--- config.mk ---
export PLATFORM = sky130hd
export DESIGN_NAME = ifu_ib_tx_flat
export DESIGN_NICKNAME = d
export VERILOG_FILES = /design/src/rtl/ifu_ib_tx_pkg.sv /design/src/rtl/ifu_ib_tx_if.sv /design/src/rtl/ifu_fq_mem.sv /design/src/rtl/ifu_ib_tx.sv /design/src/flat_wrapper.sv
export SDC_FILE = /design/constraint.sdc
export NUM_CORES = 2
export LEC_CHECK = 0
export ABC_CLOCK_PERIOD_IN_PS = 8800
export CAP_MARGIN = 20
export CORE_UTILIZATION = 59
export DETAILED_ROUTE_END_ITERATION = 10
export GPL_TIMING_DRIVEN = 0
export PLACE_DENSITY_LB_ADDON = 0.12
export SLEW_MARGIN = 20
export SYNTH_ARGS = -nofsm -noshare
export SYNTH_HDL_FRONTEND = slang
export SYNTH_HIERARCHICAL = 1
export SYNTH_SLANG_ARGS = --single-unit
--- constraint.sdc ---
create_clock -name clk -period 8.8 [get_ports clk]
set_clock_uncertainty 0.05 [all_clocks]
set_input_delay 1.76 -clock clk [delete_from_list [all_inputs] [get_ports clk]]
set_output_delay 1.76 -clock clk [all_outputs]
set_load 0.02 [all_outputs]
--- src/rtl/ifu_ib_tx_pkg.sv ---
// Shared types and helpers for the fetch-to-instruction-buffer transmitter.
package ifu_pkg;

  localparam int unsigned FP_SLOTS       = 4;
  localparam int unsigned IFU_PC_WIDTH   = 64;
  localparam int unsigned IFU_INST_WIDTH = 32;

  typedef logic [IFU_PC_WIDTH-1:0]   pc_t;
  typedef logic [IFU_INST_WIDTH-1:0] inst_t;

  // One fetch packet as held in the packet queue.
  typedef struct packed {
    pc_t                       base_pc;
    inst_t [FP_SLOTS-1:0]      insts;
    logic [1:0]                start;
    logic [1:0]                last;
  } fq_entry_t;

  // How many entries leave the queue head this cycle.
  typedef enum logic [1:0] {
    POP_NONE = 2'd0,
    POP_ONE  = 2'd1,
    POP_TWO  = 2'd2
  } pop_e;

  function automatic pc_t ifu_slot_pc(input pc_t base, input logic [1:0] slot);
    return base + {{(IFU_PC_WIDTH-4){1'b0}}, slot, 2'b00};
  endfunction

endpackage

--- src/rtl/ifu_ib_tx_if.sv ---
// Fetch-packet input and ifu_i0/ifu_i1 output bundle of the transmitter.
interface ifu_ib_tx_if #(
  parameter int unsigned PC_WIDTH   = 64,
  parameter int unsigned INST_WIDTH = 32
);
  logic                    flush;
  logic                    fp_valid;
  logic                    fp_ready;
  logic [PC_WIDTH-1:0]     fp_pc;
  logic [1:0]              fp_last;
  logic [4*INST_WIDTH-1:0] fp_insts;
  logic                    deu_ib2_val;
  logic                    deu_ib3_val;
  logic                    ifu_i0_valid;
  logic [PC_WIDTH-1:0]     ifu_i0_pc;
  logic [INST_WIDTH-1:0]   ifu_i0_inst;
  logic                    ifu_i1_valid;
  logic [PC_WIDTH-1:0]     ifu_i1_pc;
  logic [INST_WIDTH-1:0]   ifu_i1_inst;

  modport master (
    output flush, fp_valid, fp_pc, fp_last, fp_insts, deu_ib2_val, deu_ib3_val,
    input  fp_ready, ifu_i0_valid, ifu_i0_pc, ifu_i0_inst,
           ifu_i1_valid, ifu_i1_pc, ifu_i1_inst
  );

  modport slave (
    input  flush, fp_valid, fp_pc, fp_last, fp_insts, deu_ib2_val, deu_ib3_val,
    output fp_ready, ifu_i0_valid, ifu_i0_pc, ifu_i0_inst,
           ifu_i1_valid, ifu_i1_pc, ifu_i1_inst
  );
endinterface

--- src/rtl/ifu_fq_mem.sv ---
// Fetch packet queue storage: circular register array, push and pop-1/pop-2.
module ifu_fq_mem
  import ifu_pkg::*;
#(
  parameter int unsigned FQ_DEPTH = 4
) (
  input  logic      clk,
  input  logic      rst,
  input  logic      clr,
  input  logic      push,
  input  fq_entry_t push_entry,
  input  pop_e      pop,
  output fq_entry_t head,
  output fq_entry_t second,
  output logic      head_valid,
  output logic      second_valid,
  output logic      full
);
  localparam int unsigned PW = $clog2(FQ_DEPTH);
  localparam int unsigned CW = PW + 1;

  logic [PW-1:0] rd_q, rd_d, wr_q, wr_d, rd_nxt;
  logic [CW-1:0] cnt_q, cnt_d, pop_n;
  fq_entry_t     mem_q [FQ_DEPTH];
  fq_entry_t     mem_d [FQ_DEPTH];

  // Pointer, count and array next-state.
  always_comb begin
    mem_d = mem_q;
    case (pop)
      POP_ONE: pop_n = CW'(1);
      POP_TWO: pop_n = CW'(2);
      default: pop_n = '0;
    endcase
    rd_nxt = rd_q + 1'b1;
    rd_d   = rd_q + pop_n[PW-1:0];
    wr_d   = wr_q;
    if (push) begin
      mem_d[wr_q] = push_entry;
      wr_d        = wr_q + 1'b1;
    end
    cnt_d = cnt_q + CW'(push) - pop_n;
    if (clr) begin
      rd_d  = '0;
      wr_d  = '0;
      cnt_d = '0;
    end
    head         = mem_q[rd_q];
    second       = mem_q[rd_nxt];
    head_valid   = (cnt_q != '0);
    second_valid = (cnt_q >= CW'(2));
    full         = (cnt_q == CW'(FQ_DEPTH));
  end

  // Queue state registers.
  always_ff @(posedge clk) begin
    if (rst) begin
      rd_q  <= '0;
      wr_q  <= '0;
      cnt_q <= '0;
      for (int unsigned i = 0; i < FQ_DEPTH; i++) mem_q[i] <= '0;
    end else begin
      rd_q  <= rd_d;
      wr_q  <= wr_d;
      cnt_q <= cnt_d;
      mem_q <= mem_d;
    end
  end
endmodule

--- src/rtl/ifu_ib_tx.sv ---
// Fetch-side transmitter: queues fetch packets and emits up to two
// program-ordered instructions per cycle within instruction buffer credit.
module ifu_ib_tx
  import ifu_pkg::*;
#(
  parameter int unsigned PC_WIDTH   = IFU_PC_WIDTH,
  parameter int unsigned INST_WIDTH = IFU_INST_WIDTH,
  parameter int unsigned FQ_DEPTH   = 4
) (
  input logic         clk,
  input logic         rst,
  ifu_ib_tx_if.slave  bus
);
  fq_entry_t head, second, push_entry;
  logic      head_valid, second_valid, full, push;
  pop_e      pop;

  // hs_fresh_q set means the head entry is new and its start slot is the
  // current slot; this avoids needing the entry after a double pop.
  logic [1:0] hs_q, hs_d, hs_eff;
  logic       hs_fresh_q, hs_fresh_d;

  logic [2:0] head_rem, next_cnt;
  logic [3:0] avail;
  logic [1:0] credit, n;
  logic [1:0] i1_slot;
  logic       i1_in_head, v0, v1;
  pc_t        pc0, pc1;
  inst_t      inst0, inst1;
  logic       unused_pc_bits;

  assign unused_pc_bits = ^bus.fp_pc[1:0];

  ifu_fq_mem #(.FQ_DEPTH(FQ_DEPTH)) u_fq (
    .clk          (clk),
    .rst          (rst),
    .clr          (bus.flush),
    .push         (push),
    .push_entry   (push_entry),
    .pop          (pop),
    .head         (head),
    .second       (second),
    .head_valid   (head_valid),
    .second_valid (second_valid),
    .full         (full)
  );

  // Packet capture, credit, emit count, selection and head slot update.
  always_comb begin
    push                = bus.fp_valid & ~full & ~bus.flush;
    push_entry.base_pc  = {bus.fp_pc[PC_WIDTH-1:4], 4'b0000};
    for (int unsigned k = 0; k < FP_SLOTS; k++)
      push_entry.insts[k] = bus.fp_insts[k*INST_WIDTH +: INST_WIDTH];
    push_entry.start    = bus.fp_pc[3:2];
    push_entry.last     = bus.fp_last;

    hs_eff   = hs_fresh_q ? head.start : hs_q;
    head_rem = {1'b0, head.last} - {1'b0, hs_eff} + 3'd1;
    next_cnt = second_valid ? ({1'b0, second.last} - {1'b0, second.start} + 3'd1) : 3'd0;
    avail    = head_valid ? ({1'b0, head_rem} + {1'b0, next_cnt}) : 4'd0;

    if (bus.deu_ib3_val)      credit = 2'd0;
    else if (bus.deu_ib2_val) credit = 2'd1;
    else                      credit = 2'd2;

    n = 2'd2;
    if (credit < n)          n = credit;
    if (avail < {2'b00, n})  n = avail[1:0];
    if (bus.flush)           n = 2'd0;

    v0 = (n != 2'd0);
    v1 = (n == 2'd2);

    i1_in_head = (hs_eff < head.last);
    i1_slot    = i1_in_head ? (hs_eff + 2'd1) : second.start;
    pc0        = {PC_WIDTH{v0}} & ifu_slot_pc(head.base_pc, hs_eff);
    inst0      = {INST_WIDTH{v0}} & head.insts[hs_eff];
    pc1        = {PC_WIDTH{v1}} & (i1_in_head ? ifu_slot_pc(head.base_pc, i1_slot)
                                              : ifu_slot_pc(second.base_pc, i1_slot));
    inst1      = {INST_WIDTH{v1}} & (i1_in_head ? head.insts[i1_slot]
                                                : second.insts[i1_slot]);

    pop        = POP_NONE;
    hs_d       = hs_q;
    hs_fresh_d = hs_fresh_q;
    if (n != 2'd0) begin
      if ({1'b0, n} == head_rem) begin
        pop        = POP_ONE;
        hs_d       = '0;
        hs_fresh_d = 1'b1;
      end else if ({1'b0, n} > head_rem) begin
        // Pair spilled one instruction into the next entry.
        if (next_cnt == 3'd1) begin
          pop        = POP_TWO;
          hs_d       = '0;
          hs_fresh_d = 1'b1;
        end else begin
          pop        = POP_ONE;
          hs_d       = second.start + 2'd1;
          hs_fresh_d = 1'b0;
        end
      end else begin
        hs_d       = hs_eff + n;
        hs_fresh_d = 1'b0;
      end
    end
    if (bus.flush) begin
      pop        = POP_NONE;
      hs_d       = '0;
      hs_fresh_d = 1'b1;
    end
  end

  // Head slot pointer registers.
  always_ff @(posedge clk) begin
    if (rst) begin
      hs_q       <= '0;
      hs_fresh_q <= 1'b1;
    end else begin
      hs_q       <= hs_d;
      hs_fresh_q <= hs_fresh_d;
    end
  end

  assign bus.fp_ready     = ~full;
  assign bus.ifu_i0_valid = v0;
  assign bus.ifu_i0_pc    = pc0;
  assign bus.ifu_i0_inst  = inst0;
  assign bus.ifu_i1_valid = v1;
  assign bus.ifu_i1_pc    = pc1;
  assign bus.ifu_i1_inst  = inst1;
endmodule

--- src/flat_wrapper.sv ---
// flat-port wrapper written by rule: the top's interface ports become plain ports
module ifu_ib_tx_flat import ifu_pkg::*;
#(
  parameter int unsigned PC_WIDTH   = IFU_PC_WIDTH,
  parameter int unsigned INST_WIDTH = IFU_INST_WIDTH,
  parameter int unsigned FQ_DEPTH   = 4
)
  (clk, rst, bus_flush, bus_fp_valid, bus_fp_pc, bus_fp_last, bus_fp_insts, bus_deu_ib2_val, bus_deu_ib3_val, bus_fp_ready, bus_ifu_i0_valid, bus_ifu_i0_pc, bus_ifu_i0_inst, bus_ifu_i1_valid, bus_ifu_i1_pc, bus_ifu_i1_inst);
  ifu_ib_tx_if #(.PC_WIDTH(PC_WIDTH), .INST_WIDTH(INST_WIDTH)) bus_i ();
  input logic clk;
  input logic rst;
  input wire logic [$bits(bus_i.flush)-1:0] bus_flush;
  input wire logic [$bits(bus_i.fp_valid)-1:0] bus_fp_valid;
  input wire logic [$bits(bus_i.fp_pc)-1:0] bus_fp_pc;
  input wire logic [$bits(bus_i.fp_last)-1:0] bus_fp_last;
  input wire logic [$bits(bus_i.fp_insts)-1:0] bus_fp_insts;
  input wire logic [$bits(bus_i.deu_ib2_val)-1:0] bus_deu_ib2_val;
  input wire logic [$bits(bus_i.deu_ib3_val)-1:0] bus_deu_ib3_val;
  output wire logic [$bits(bus_i.fp_ready)-1:0] bus_fp_ready;
  output wire logic [$bits(bus_i.ifu_i0_valid)-1:0] bus_ifu_i0_valid;
  output wire logic [$bits(bus_i.ifu_i0_pc)-1:0] bus_ifu_i0_pc;
  output wire logic [$bits(bus_i.ifu_i0_inst)-1:0] bus_ifu_i0_inst;
  output wire logic [$bits(bus_i.ifu_i1_valid)-1:0] bus_ifu_i1_valid;
  output wire logic [$bits(bus_i.ifu_i1_pc)-1:0] bus_ifu_i1_pc;
  output wire logic [$bits(bus_i.ifu_i1_inst)-1:0] bus_ifu_i1_inst;
  assign bus_i.flush = bus_flush;
  assign bus_i.fp_valid = bus_fp_valid;
  assign bus_i.fp_pc = bus_fp_pc;
  assign bus_i.fp_last = bus_fp_last;
  assign bus_i.fp_insts = bus_fp_insts;
  assign bus_i.deu_ib2_val = bus_deu_ib2_val;
  assign bus_i.deu_ib3_val = bus_deu_ib3_val;
  assign bus_fp_ready = bus_i.fp_ready;
  assign bus_ifu_i0_valid = bus_i.ifu_i0_valid;
  assign bus_ifu_i0_pc = bus_i.ifu_i0_pc;
  assign bus_ifu_i0_inst = bus_i.ifu_i0_inst;
  assign bus_ifu_i1_valid = bus_i.ifu_i1_valid;
  assign bus_ifu_i1_pc = bus_i.ifu_i1_pc;
  assign bus_ifu_i1_inst = bus_i.ifu_i1_inst;
  ifu_ib_tx #(.PC_WIDTH(PC_WIDTH), .INST_WIDTH(INST_WIDTH), .FQ_DEPTH(FQ_DEPTH)) u_core (.clk(clk), .rst(rst), .bus(bus_i));
endmodule
==> reports/qor.yml <==
status:
  status: "complete, but fails checks"
  violations: "negative setup slack"
setup_path:
  path_class: "reg -> out"
  endpoint_kind: "primary output"
  reg2reg_from: "u_core/u_fq/rd_q[0]"
  crit_fanout: 10
  crit_path_start: "u_core/u_fq/rd_q[0]"
  critPathArrivalTime_ns: 7.16
  start_kind: "register"
  required_ns: 6.99
floorplanning:
  start_util: 0.595
  coreArea_sq_um: 75800
  die_x_um: 279
  die-area_sq_um: 77600
  dieHeight_um: 279
  rows: 101
  ios: 395
cells_and_area:
  drive_gt1_frac: 0.176
  syn_to_final_growth_pct: 19.3
  layout.cells.non_filler: 6620
  fin_util: 0.710
  nets: 5796
grt:
  overflow: 0
  grt.total_usage: 0.477
  met2_usage: 0.734
  grt_first_pass_wirelength_um: 273000
  busiest_layer: "met2"
  gr-usage-met3: 0.141
  antenna_found_initial: 9
  use_met1: 0.555
  grt_pass1_vias: 42700
  grt_max_degree: 20
power_and_ir_drop:
  peakVddDrop_v: 0.000138
  p_leak_nw: 17.8
  total_power_mw: 8.55
  pwr_density_cell_nw_per_um2: 159
clock_tree:
  cts_root_buf: "clkbuf_16"
  cts_tree: "built"
  cts.sinks: 794
  clk_path_buf_depth: 3
  h-tree-depth: 3
  clk_pin_slew_ns: 0.06
  clk_latency_ns: 0.66
  cts-buffers-inserted: 86
synth:
  synth_seq_cells: 794
  syn_area_per_cell_sq_um: 8.93
  synth-seq-area-share: 0.352
  synth_edf_count: 0
  ys_types: 66
  synthCells: 5053
  syn-cell-area_sq_um: 45100
  yosysWarnings: 6
  synthFlopType: "dfxtp_1"
  async_flop_share: 0
drt:
  wire_per_inst_um: 28.4
  firstDrtPassIters: 7
  ant_nets: 0
  wirelength_um: 188000
  post-route-drc-count: 0
  vias_per_cell: 6.79
  route.vias.total: 45000
  drtIter0Drc: 6576
place:
  dp_hpwl_um: 135000
  post-place-ws_ns: -4.72
  gp_congestion: 0.996
  port_buffers: 392
  dp.cells: 6442
sta:
  timing.fmax_mhz: 112
  worstMarginPinSlew_ns: 1.37
  slew_violations: 0
  min_period_ns: 8.97
  setup_viol: 1
  worst_slack_ns: -0.166
  slew_headroom: 0.0891
  final.period_utilization: 1.02
  holdWs_ns: 0.417
  hold_violations: 0
run:
  cap_violations: 0
min_path:
  hold_class: "reg -> reg"
  hold_start: "u_core/u_fq/mem_q[705]"
per-layer routing:
metal	share of wire	wire [um]	up-vias
li1	-	-	18800
met1	0.33	61500	21300
met2	0.44	83200	3817
met3	0.13	24600	1067
met4	0.099	18600	12
met5	0.00046	86	-
cells in the final DEF (no fill, tap or decap), drive strengths merged, types with 17 or more instances in the layout:
cell	instances
a21oi	847
a221o	17
buf	307
clkbuf	284
clkdlybuf4s50	304
clkinv	20
dfxtp	794
dlygate4sd2	36
dlymetal6s2s	31
ha	23
inv	36
mux2	17
mux2i	136
mux4	447
nand2	1637
nand3	56
nand4	32
nor2	167
nor2b	43
nor3	49
nor4	25
o22ai	19
xnor2	64
xor2	43
through the flow:
| step | area [sq um] | TNS [ns] |
|---|---|---|
| final | 53800 | -0.166 |
| after global routing | 53800 | -0.886 |
| after floorplan | 45200 | 0 |
| after global placement | 50300 | -606.67 |
| after detailed placement | 50400 | -426.70 |
| after CTS | 53700 | 0 |
worst max-delay path, stage by stage (launching register included):
cell	delay (ns)
dfxtp_1	0.34
buf_6	0.17
buf_8	0.21
mux4_2	0.63
mux2i_4	0.24
clkbuf_16	0.18
buf_12	0.19
ha_1	0.25
fa_2	0.29
buf_6	0.20
buf_6	0.22
buf_6	0.19
buf_8	0.22
buf_2	0.48
buf_2	0.53
clkdlybuf4s15_1	0.95
a21oi_1	0.20
a21oi_1	0.31
nor2_1	0.07
clkdlybuf4s50_1	0.54
path summary, 6_finish.rpt:
check        slack, ns                      to  depth (start not counted)
max              -0.17     bus_ifu_i1_inst[21]                         19
min               0.42  u_core/u_fq/mem_q[705]                          2
max reg2reg       0.86    u_core/u_fq/cnt_q[2]                         29
min reg2reg       0.42  u_core/u_fq/mem_q[705]                          2
synth_stat cells (5+ instances only):
cell type  number  area share
buf_2         120       0.013
mux2i_1       136       0.030
nand3_1        54      0.0060
buf_1          15      0.0012
nor3_1         46      0.0051
a22oi_1         7      0.0012
nand2_1      1635        0.14
a21oi_1       847       0.094
o22ai_1        19      0.0026
mux2_2         17      0.0042
buf_6          42       0.010
nand4b_1        7      0.0014
nor2b_1        43      0.0060
nand4_1        32      0.0044
o21a_1          8      0.0013
or2_2           8      0.0011
nor2_1        167       0.014
nor4_1         24      0.0033
a221o_1        17      0.0038
a31oi_1        13      0.0018
nand2b_1        5     0.00069
xnor2_1        64       0.012
dfxtp_1       794        0.35
o21ai_0        11      0.0012
ha_1           23      0.0064
clkbuf_1      149       0.012
and2_1         12      0.0017
a211oi_1        5     0.00083
nand3b_1       16      0.0027
mux4_2        447        0.22
fa_1            5      0.0022
and3_1         15      0.0021
xor2_1         43      0.0083
inv_1          35      0.0029
buf_4         107       0.018
nor3b_1         8      0.0013
cells by family (layout without fill, tap and decap cells):
kind of cell / Yosys count / count (layout) / share of synthesized area
other: 1 / 23 / 0.0000831
XOR/XNOR: 107 / 107 / 0.0208
adder cells (fa/ha/maj): 28 / 28 / 0.00860
AO/OA/AOI/OAI: 959 / 959 / 0.113
buffers and inverters: 471 / 1038 / 0.0587
multiplexers: 600 / 600 / 0.258
flip-flops: 794 / 794 / 0.352
AND/OR/NAND/NOR: 2093 / 2093 / 0.189
state kept, by name (all words and copies together) (netlist names):
signal / flops
u_core/u_fq/mem_q: 784
u_core/u_fq/cnt_q: 3
u_core/hs_q: 2
u_core/u_fq/rd_q: 2
u_core/u_fq/wr_q: 2
u_core/hs_fresh_q: 1
repair_timing:
action                     CTS  global route
gates resized for setup    154            87
hold endpoints to repair     0             0
setup buffers               15             6
pin swaps                    4             0
setup endpoints to repair  198           178
hold buffers                 0             0
area by class of cell:
| cell class | count | area [sq um] |
|---|---|---|
| multi-input combinational | 3803 | 26800 |
| fill | 5965 | 22000 |
| buffer | 430 | 2700 |
| tap | 978 | 1220 |
| clock buffer | 125 | 2520 |
| inverter | 36 | 139 |
| sequential | 794 | 15900 |
| clock inverter | 30 | 345 |
| timing repair buffer | 417 | 4140 |
| antenna | 7 | 17.5 |
where the power goes:
part | total [mW] | internal [mW] | switching, mW
logic | 1.11 | 0.406 | 0.702
registers | 3.70 | 3.65 | 0.0481
clock network | 3.74 | 2.16 | 1.58
No activity file was read; power rests on OpenSTA's default activity.
